<file path="config.mk">
export PLATFORM = sky130hd
export DESIGN_NAME = fabric_cfg_sbr
export DESIGN_NICKNAME = d
export VERILOG_FILES = /design/src/rtl/soc_pkg.sv /design/src/rtl/fabric_cfg_sbr_pkg.sv /design/src/rtl/fabric_cfg_fifo.sv /design/src/rtl/fabric_cfg_sbr.sv
export SDC_FILE = /design/constraint.sdc
export NUM_CORES = 1
export LEC_CHECK = 0
export BUFFER_PORTS_ARGS = -buffer_cell sky130_fd_sc_hd__buf_2
export CORE_ASPECT_RATIO = 0.7
export CORE_MARGIN = 5
export CORE_UTILIZATION = 61
export DETAILED_ROUTE_END_ITERATION = 6
export PLACE_DENSITY = 0.85
export SYNTH_ARGS = -nofsm -noshare
export SYNTH_HDL_FRONTEND = slang
export SYNTH_SLANG_ARGS = --single-unit
</file>
<file path="constraint.sdc">
create_clock -name clk_i -period 5.99 [get_ports clk_i]
set_clock_uncertainty 0.2 [all_clocks]
set_input_delay 1.198 -clock clk_i [delete_from_list [all_inputs] [get_ports clk_i]]
set_output_delay 1.198 -clock clk_i [all_outputs]
set_load 0.01 [all_outputs]
</file>
<file path="src/rtl/soc_pkg.sv">
// SoC-level OBI subordinate types plus the fabric configuration port
// register offsets and CRC constants shared by fabric_cfg_sbr.
package soc_pkg;

  localparam int unsigned ObiIdWidth = 4;

  typedef struct packed {
    logic [31:0]           addr;
    logic                  we;
    logic [3:0]            be;
    logic [31:0]           wdata;
    logic [ObiIdWidth-1:0] aid;
  } sbr_obi_a_chan_t;

  typedef struct packed {
    logic            req;
    sbr_obi_a_chan_t a;
  } sbr_obi_req_t;

  typedef struct packed {
    logic [31:0]           rdata;
    logic [ObiIdWidth-1:0] rid;
    logic                  err;
  } sbr_obi_r_chan_t;

  typedef struct packed {
    logic            gnt;
    logic            rvalid;
    sbr_obi_r_chan_t r;
  } sbr_obi_rsp_t;

  localparam logic [31:0] FabricCfgCtrlOffset    = 32'h0000_0000;
  localparam logic [31:0] FabricCfgStatusOffset  = 32'h0000_0004;
  localparam logic [31:0] FabricCfgDataOffset    = 32'h0000_0008;
  localparam logic [31:0] FabricCfgWordCntOffset = 32'h0000_000C;
  localparam logic [31:0] FabricCfgCrcOffset     = 32'h0000_0010;

  localparam logic [31:0] FabricCfgCrcPoly = 32'h04C1_1DB7;
  localparam logic [31:0] FabricCfgCrcInit = 32'hFFFF_FFFF;

endpackage

</file>
<file path="src/rtl/fabric_cfg_sbr_pkg.sv">
// Local decode enum and CRC helper for fabric_cfg_sbr.
package fabric_cfg_sbr_pkg;
  import soc_pkg::*;

  typedef enum logic [2:0] {
    RegCtrl,
    RegStatus,
    RegData,
    RegWordCnt,
    RegCrc,
    RegNone
  } reg_sel_e;

  // CRC-32 over one 32-bit word, MSB first, no reflection.
  function automatic logic [31:0] crc32_word(input logic [31:0] crc,
                                             input logic [31:0] data);
    logic [31:0] c;
    c = crc;
    for (int i = 31; i >= 0; i--) begin
      if (c[31] ^ data[i]) c = (c << 1) ^ FabricCfgCrcPoly;
      else                 c = c << 1;
    end
    return c;
  endfunction

endpackage

</file>
<file path="src/rtl/fabric_cfg_fifo.sv">
// Synchronous word FIFO with flush; flush wins over a same-edge push.
module fabric_cfg_fifo #(
  parameter int unsigned Depth = 4,
  parameter int unsigned Width = 32,
  parameter int unsigned LvlW  = $clog2(Depth) + 1
) (
  input  logic             clk_i,
  input  logic             rst_ni,
  input  logic             push_i,
  input  logic [Width-1:0] data_i,
  input  logic             pop_i,
  input  logic             flush_i,
  output logic [Width-1:0] data_o,
  output logic             full_o,
  output logic             empty_o,
  output logic [LvlW-1:0]  level_o
);

  localparam int unsigned PtrW = $clog2(Depth);

  logic [Width-1:0] mem_q [Depth];
  logic [PtrW-1:0]  wr_ptr_q;
  logic [PtrW-1:0]  rd_ptr_q;
  logic [LvlW-1:0]  level_q;
  logic             do_push;
  logic             do_pop;

  assign full_o  = (level_q == LvlW'(Depth));
  assign empty_o = (level_q == '0);
  assign level_o = level_q;
  assign data_o  = mem_q[rd_ptr_q];
  assign do_push = push_i && !full_o;
  assign do_pop  = pop_i && !empty_o;

  // Storage, pointers and fill level.
  always_ff @(posedge clk_i or negedge rst_ni) begin
    if (!rst_ni) begin
      for (int i = 0; i < Depth; i++) mem_q[i] <= '0;
      wr_ptr_q <= '0;
      rd_ptr_q <= '0;
      level_q  <= '0;
    end else if (flush_i) begin
      wr_ptr_q <= '0;
      rd_ptr_q <= '0;
      level_q  <= '0;
    end else begin
      if (do_push) begin
        mem_q[wr_ptr_q] <= data_i;
        wr_ptr_q        <= wr_ptr_q + PtrW'(1);
      end
      if (do_pop) rd_ptr_q <= rd_ptr_q + PtrW'(1);
      case ({do_push, do_pop})
        2'b10:   level_q <= level_q + LvlW'(1);
        2'b01:   level_q <= level_q - LvlW'(1);
        default: level_q <= level_q;
      endcase
    end
  end

endmodule

</file>
<file path="src/rtl/fabric_cfg_sbr.sv">
// OBI subordinate feeding eFPGA configuration words through a FIFO.
// Optional macro FABRIC_CFG_CRC_EN adds a CRC-32 register at offset 0x10.
module fabric_cfg_sbr
  import soc_pkg::*;
  import fabric_cfg_sbr_pkg::*;
#(
  parameter int unsigned FifoDepth = 4,
  parameter logic [31:0] AddrMask  = 32'h0000_00FF
) (
  input  logic         clk_i,
  input  logic         rst_ni,
  input  sbr_obi_req_t obi_req_i,
  output sbr_obi_rsp_t obi_rsp_o,
  output logic [31:0]  cfg_data_o,
  output logic         cfg_valid_o,
  input  logic         cfg_ready_i,
  output logic         busy_o
);

  localparam int unsigned LvlW = $clog2(FifoDepth) + 1;

  logic [31:0]           reg_off;
  logic                  unused_addr_lsb;
  reg_sel_e              reg_sel;
  logic                  fifo_full;
  logic                  fifo_empty;
  logic [LvlW-1:0]       fifo_level;
  logic [31:0]           fifo_head;
  logic                  en_q;
  logic [31:0]           word_cnt_q;
  logic                  rvalid_q;
  logic                  err_q;
  logic [31:0]           rdata_q;
  logic [ObiIdWidth-1:0] rid_q;
  logic                  gnt;
  logic                  req_acc;
  logic                  push;
  logic                  flush;
  logic                  ctrl_we;
  logic                  pop;
  logic [31:0]           rdata_d;
  logic                  err_d;
  logic [7:0]            level8;
`ifdef FABRIC_CFG_CRC_EN
  logic [31:0]           crc_q;
`endif

  assign reg_off         = obi_req_i.a.addr & AddrMask;
  assign unused_addr_lsb = ^reg_off[1:0];
  assign level8          = 8'(fifo_level);

  // Word-aligned register select.
  always_comb begin
    reg_sel = RegNone;
    case ({reg_off[31:2], 2'b00})
      FabricCfgCtrlOffset:    reg_sel = RegCtrl;
      FabricCfgStatusOffset:  reg_sel = RegStatus;
      FabricCfgDataOffset:    reg_sel = RegData;
      FabricCfgWordCntOffset: reg_sel = RegWordCnt;
`ifdef FABRIC_CFG_CRC_EN
      FabricCfgCrcOffset:     reg_sel = RegCrc;
`endif
      default:                reg_sel = RegNone;
    endcase
  end

  // Grant, read data, error and register side effects of the current request.
  always_comb begin
    rdata_d = '0;
    err_d   = 1'b0;
    push    = 1'b0;
    flush   = 1'b0;
    ctrl_we = 1'b0;
    // Full check uses registered FIFO state, so a same-cycle pop does not help.
    gnt     = obi_req_i.req &&
              !(obi_req_i.a.we && (reg_sel == RegData) && fifo_full);
    req_acc = obi_req_i.req && gnt;
    case (reg_sel)
      RegCtrl: begin
        if (obi_req_i.a.we) begin
          ctrl_we = req_acc && obi_req_i.a.be[0];
          flush   = ctrl_we && obi_req_i.a.wdata[1];
        end else begin
          rdata_d = {31'b0, en_q};
        end
      end
      RegStatus: begin
        if (obi_req_i.a.we) err_d = 1'b1;
        else rdata_d = {16'b0, level8, 5'b0, fifo_empty, fifo_full, !fifo_empty};
      end
      RegData: begin
        if (obi_req_i.a.we && (obi_req_i.a.be == 4'hF)) push = req_acc;
        else err_d = 1'b1;
      end
      RegWordCnt: begin
        if (obi_req_i.a.we) err_d = 1'b1;
        else rdata_d = word_cnt_q;
      end
`ifdef FABRIC_CFG_CRC_EN
      RegCrc: begin
        if (obi_req_i.a.we) err_d = 1'b1;
        else rdata_d = crc_q;
      end
`endif
      default: err_d = 1'b1;
    endcase
  end

  assign cfg_valid_o = en_q && !fifo_empty;
  assign cfg_data_o  = fifo_head;
  assign pop         = cfg_valid_o && cfg_ready_i;
  assign busy_o      = !fifo_empty;

  fabric_cfg_fifo #(
    .Depth (FifoDepth),
    .Width (32),
    .LvlW  (LvlW)
  ) u_fifo (
    .clk_i   (clk_i),
    .rst_ni  (rst_ni),
    .push_i  (push),
    .data_i  (obi_req_i.a.wdata),
    .pop_i   (pop),
    .flush_i (flush),
    .data_o  (fifo_head),
    .full_o  (fifo_full),
    .empty_o (fifo_empty),
    .level_o (fifo_level)
  );

  // One-cycle response pipeline; no rready so it never stalls.
  always_ff @(posedge clk_i or negedge rst_ni) begin
    if (!rst_ni) begin
      rvalid_q <= 1'b0;
      rdata_q  <= '0;
      err_q    <= 1'b0;
      rid_q    <= '0;
    end else begin
      rvalid_q <= req_acc;
      if (req_acc) begin
        rdata_q <= rdata_d;
        err_q   <= err_d;
        rid_q   <= obi_req_i.a.aid;
      end
    end
  end

  // CTRL enable and delivered-word counter (wraps naturally).
  always_ff @(posedge clk_i or negedge rst_ni) begin
    if (!rst_ni) begin
      en_q       <= 1'b0;
      word_cnt_q <= '0;
    end else begin
      if (ctrl_we) en_q <= obi_req_i.a.wdata[0];
      if (pop)     word_cnt_q <= word_cnt_q + 32'd1;
    end
  end

`ifdef FABRIC_CFG_CRC_EN
  // Running CRC over delivered words; flush restarts it.
  always_ff @(posedge clk_i or negedge rst_ni) begin
    if (!rst_ni)    crc_q <= FabricCfgCrcInit;
    else if (flush) crc_q <= FabricCfgCrcInit;
    else if (pop)   crc_q <= crc32_word(crc_q, fifo_head);
  end
`endif

  assign obi_rsp_o.gnt     = gnt;
  assign obi_rsp_o.rvalid  = rvalid_q;
  assign obi_rsp_o.r.rdata = rdata_q;
  assign obi_rsp_o.r.err   = err_q;
  assign obi_rsp_o.r.rid   = rid_q;

endmodule

</file>
**Word level (Yosys, flattened, before mapping)**

Cells that the tools add are included.
W data, S select, Z words.

- Flip-flop bits (word level): 206
- Output and inout port bits: 73
- Word-level logic and storage cells: 83

- $add $sub $neg: 5
- $lt $le $gt $ge: 3
- Equality and inequality tests: 10
- Multiplexer cells: 26
- Bitwise logic cells: 3
- Reduce and logical (&&, ||, !) cells: 23

Operators with widths:

| kind | count |
|---|---|
| $bwmux W128 | 1 |
| $mux W32 | 4 |
| $pmux W32 S3 | 1 |
| $bmux W32 S2 | 1 |
| $demux W32 S2 | 1 |
| $add A32 B1 Y32 const B | 1 |
| $logic_not A30 Y1 | 1 |
| $eq A6 B2 Y1 const B | 2 |
| $logic_and A1 B1 Y1 | 12 |
| $pmux W3 S4 | 1 |
| $mux W11 | 1 |
| $mux W1 | 9 |
| $mux W2 | 4 |
| $eq A3 B2 Y1 const B | 2 |
| $eq A6 B1 Y1 const B | 1 |
| $ge A3 B3 Y1 const B | 2 |
| $logic_not A3 Y1 | 2 |
| $not A2 Y3 | 2 |
| $pmux W3 S2 | 1 |
| $add A2 B1 Y2 const B | 2 |
| $eq A4 B4 Y1 const B | 1 |
| $reduce_bool A2 Y1 | 2 |
| $add A3 B1 Y3 const B | 1 |
| $eq A3 B1 Y1 const B | 1 |
| other kinds (12) | 14 |

**Depth between registers and ports, before layout**

- Depth after elaboration: 14
- Depth in mapped cells: 7
- Gate-level depth less buffers: 7

**Hierarchy**

From an unflattened synthesis, not the netlist that was laid out.

- Cell total of the unflattened synthesis: 685
- Area total of the unflattened synthesis: 9,436.6 um^2

By module, submodules not included:

| module | times used | cells an instance | area each (um^2) |
|---|---|---|---|
| fabric_cfg_fifo | 1 | 375 | 6,237.2 |
| fabric_cfg_sbr | 1 | 310 | 3,199.3 |

**Worst setup path before layout**

Ideal clock, no wire load.

- Path kind: in2out
- Start: input port obi_req_i[46] (netlist name)
- End: output port obi_rsp_o[38] (netlist name)
- Arrival: 2.563 ns
- Slack: 2.029 ns
- Stages on the path: 5
- Buffers on the path: 2
- Cells stage by stage: or4_1 -> o31ai_2 -> buf_2 -> inv_1 -> buf_4

- Word-level cells in the longest chain between the ends: 7
- Elaborated cells on any way between the ends: 10
- Classes of those cells: 4 x eq/ne; 1 x mux; 5 x reduce/logical

RTL lines:

| what | RTL line | source |
|---|---|---|
| start, declared | fabric_cfg_sbr.sv:12 | `input sbr_obi_req_t obi_req_i,` |
| $logic_not A30 Y1 (tied with other cells) | fabric_cfg_sbr.sv:55 | `case ({reg_off[31:2], 2'b00})` |
| $pmux W3 S4 (*) | fabric_cfg_sbr.sv:55 |  |
| $eq A3 B2 Y1 (*) | fabric_cfg_sbr.sv:76 | `!(obi_req_i.a.we && (reg_sel == RegData) && fifo_full);` |
| $logic_and A1 B1 Y1 (*) (2 in series) | fabric_cfg_sbr.sv:76 |  |
| $logic_not A1 Y1 (*) | fabric_cfg_sbr.sv:76 |  |
| $logic_and A1 B1 Y1 (*) | fabric_cfg_sbr.sv:75 | `gnt = obi_req_i.req &&` |
| end, declared | fabric_cfg_sbr.sv:13 | `output sbr_obi_rsp_t obi_rsp_o,` |

Every way passes the cells marked *; elsewhere a longest branch is shown, timed or not.

==> metrics <==
status=finished clean; Layout Cells excl Fill=about 1000; element type at the critical path start=input pin; DR WL/cell=between 20 and 25 um; clk_lat worst skew=between 400 and 500 ps; Cell Area, Synth=between 0.009 and 0.01 mm^2; CTS max path bufs=3; top-area cell type share of the netlist area=a little under three fifths; CTS root buf=clkbuf_16; Primary FF master, synth=dfrtp_1; synth top area cells=dfrtp_1 (55%), mux2_2 (10%), mux4_2 (7.7%); synthesized instance count=approximately 680; Die Wd=roughly 160 um; number of global-route vias before repair=between 6000 and 7000; setup ws final=1990 ps; Final Hold Vio Count=0; P&R area growth vs syn=14.1%; Critical Path Max Stage Delay=between 400 and 500 ps; dpl ws=roughly 2000 ps; layout cells sized above 1=40.5%; arrival time worst endpoint=around 2600 ps; Die Y=about 110 um; first-pass GRT wire length=between 30 and 40 mm; setup violators final=0; TritonRoute pass-1 iters=5; distinct cell type count after synthesis=45; Total Wirelength=20.4 mm; CTS resizes=0; Starting Density=a little over three fifths; largest net degree at the start of global routing=120; drt initial violations=between 400 and 500; Slowest-stage cell, CP=nor2b_1; Post-synth ARST share=100%; Syn Area/Cell=13.7 um^2; HP Class=flip-flop to flip-flop; RSZ-0062 raised after global routing=false; EDFF count, synth=0; placed insts=~970; net count reported at finish=roughly 880; via-per-instance ratio=a little under 6; design area=approximately 0.011 mm^2; warnings from Yosys=0; Placer Congestion=0.803; total die area=0.0179 mm^2; Critical Path End Type=output pin; Clk pin slew, worst setup/hold paths=approximately 60 ps; CTS Sinks=slightly above 200; CTS buffer count=20; Critical path buffers and inverters=3; Max-Cap Viols=0; Static Leak=5.71 nW; Worst Path Max Fanout=12; Net Count, Synth=approximately 760; CTS tree=yes; cell mode on critical path=buf_2; Final HPWL DP=~13 mm; Setup TNS Final=0 ps; Core Util, Final=71.6%; # IOs=150; Max transition margin=36.0%; area leader, netlist=dfrtp_1; sequential share of the synthesized area=a little under three fifths; fin. max-slew vios=0; Post-DP Area=between 0.009 and 0.01 mm^2; max frequency=250 MHz; IO buf count=approximately 120; initial antenna violation count=0; post-CTS setup buffer count=0; core box area=between 0.01 and 0.015 mm^2; # DRC=0; Tcrit/Tclk final=between 60% and 70%; GRT Total Usage=23.4%; Max VDD drop=190 uV; Max H-tree Level=1; number of routed nets with antenna violations=0; Crit Path Class=input pin to output pin; minimum clock period=around 4000 ps; worst path required time=roughly 4600 ps; FF+latch count, synth=between 200 and 250; PD cells=257 mW/mm^2; Slew @ Worst Pin=about 960 ps; Vias=slightly below 6000; Hold Buf Count CTS=0; row count=37; cell family with most CP delay=simple AND/OR/NAND/NOR gates; crit-path cells=buf_2 > nor2b_1 > nand2_1 > o31ai_4 > inv_1 > buf_2; GRT overflow=0
[cells by family (layout without fill, tap and decap cells)]
family	after synthesis	after routing	share of synthesized area, %
xor+xnor	33	33	3.10
simple gates	204	204	10.9
flops	206	206	55.3
mux	165	165	25.3
buf+inv	44	172	3.00
compound gates	21	21	1.49
fa+ha+maj	6	6	0.885
other cells	0	1	0
[synth_stat cells (2+ instances only)]
library cell	number
nor3_1	12
nor2_1	15
and3_1	7
ha_1	5
mux2_4	40
mux4_2	32
nand3_1	40
clkbuf_1	7
xor2_1	15
mux2_1	4
nor2b_1	3
dfrtp_1	206
buf_1	2
buf_2	11
a21oi_1	4
o31ai_1	5
mux2i_1	4
nand2_4	4
mux2_2	85
nor4_1	3
or4_1	2
and4_1	6
inv_1	8
nand2_1	98
o21ai_0	6
buf_6	12
xnor2_1	18
nand4_1	6
buf_4	3
[worst paths after layout]
check                                       start               end  slack [ps]  cells past startpoint
worst min register to register         rdata_q[5]        rdata_q[5]         260                      2
min in group asynchronous                  rst_ni       rdata_q[12]         590                      1
max in group asynchronous                  rst_ni  u_fifo.mem_q[49]        3720                      2
worst min-delay path                   rdata_q[5]        rdata_q[5]         260                      2
worst max register to register  u_fifo.level_o[0]              en_q        3030                      6
worst max-delay path                obi_req_i[44]     obi_rsp_o[38]        1990                      6
[flip-flops by register name, summed over array words and instances (netlist names)]
name	cells
rid_q	4
en_q	1
rvalid_q	1
u_fifo.mem_q	128
err_q	1
u_fifo.level_o	3
u_fifo.wr_ptr_q	2
u_fifo.rd_ptr_q	2
rdata_q	32
word_cnt_q	32
[worst min-delay path: cells and delay by family (launching register included)]
family	cells	cell delay (ps)
flops	1	340
simple gates	2	100
[report_power, final]
group          leakage [nW]  internal (mW)  switching (mW)
logic                  2.54         0.0292          0.0685
clock network         0.323          0.716           0.515
registers              2.84           1.40         0.00510
[layout by cell type, fill, tap and decap left out, drive strengths merged, types with 2 or more instances in the layout]
cell    instances
nor4            4
mux2          129
or4             2
nand3          40
or3b            2
dfrtp         206
o31ai           6
and4            6
clkinv          3
nand2         102
mux4           32
o21ai           6
clkbuf         32
xor2           15
and3            7
nor2b           3
xnor2          18
buf           127
nor3           12
nand4           7
a21oi           4
mux2i           4
ha              5
nor2           16
inv            10
[stage by stage]
stage	power, mW	hold slack (ps)
after floorplan	1.46	245
after CTS	2.75	265
after global placement	1.52	247
after detailed placement	1.53	251
final	2.73	263
after global routing	2.83	287
[routing by layer]
metal / vias up / routed length, um / track usage [%]
met5: - / 0 / 0
met1: 3067 / 8710 / 32.8
met4: 0 / 435 / 5.44
met2: 208 / 9950 / 38.4
li1: 2651 / - / -
met3: 42 / 1260 / 4.59
[layout make-up]
class                   instances  area [um^2]
diodes                          1         2.50
clock buffers                  31          623
clock inverters                 4         23.8
fillers                       945         4210
inverters                       9         33.8
multi-input cells             429         3900
flip-flops and latches        206         5160
well taps                     195          244
repair buffers                128          662
Power figures use the tool's default switching activity.
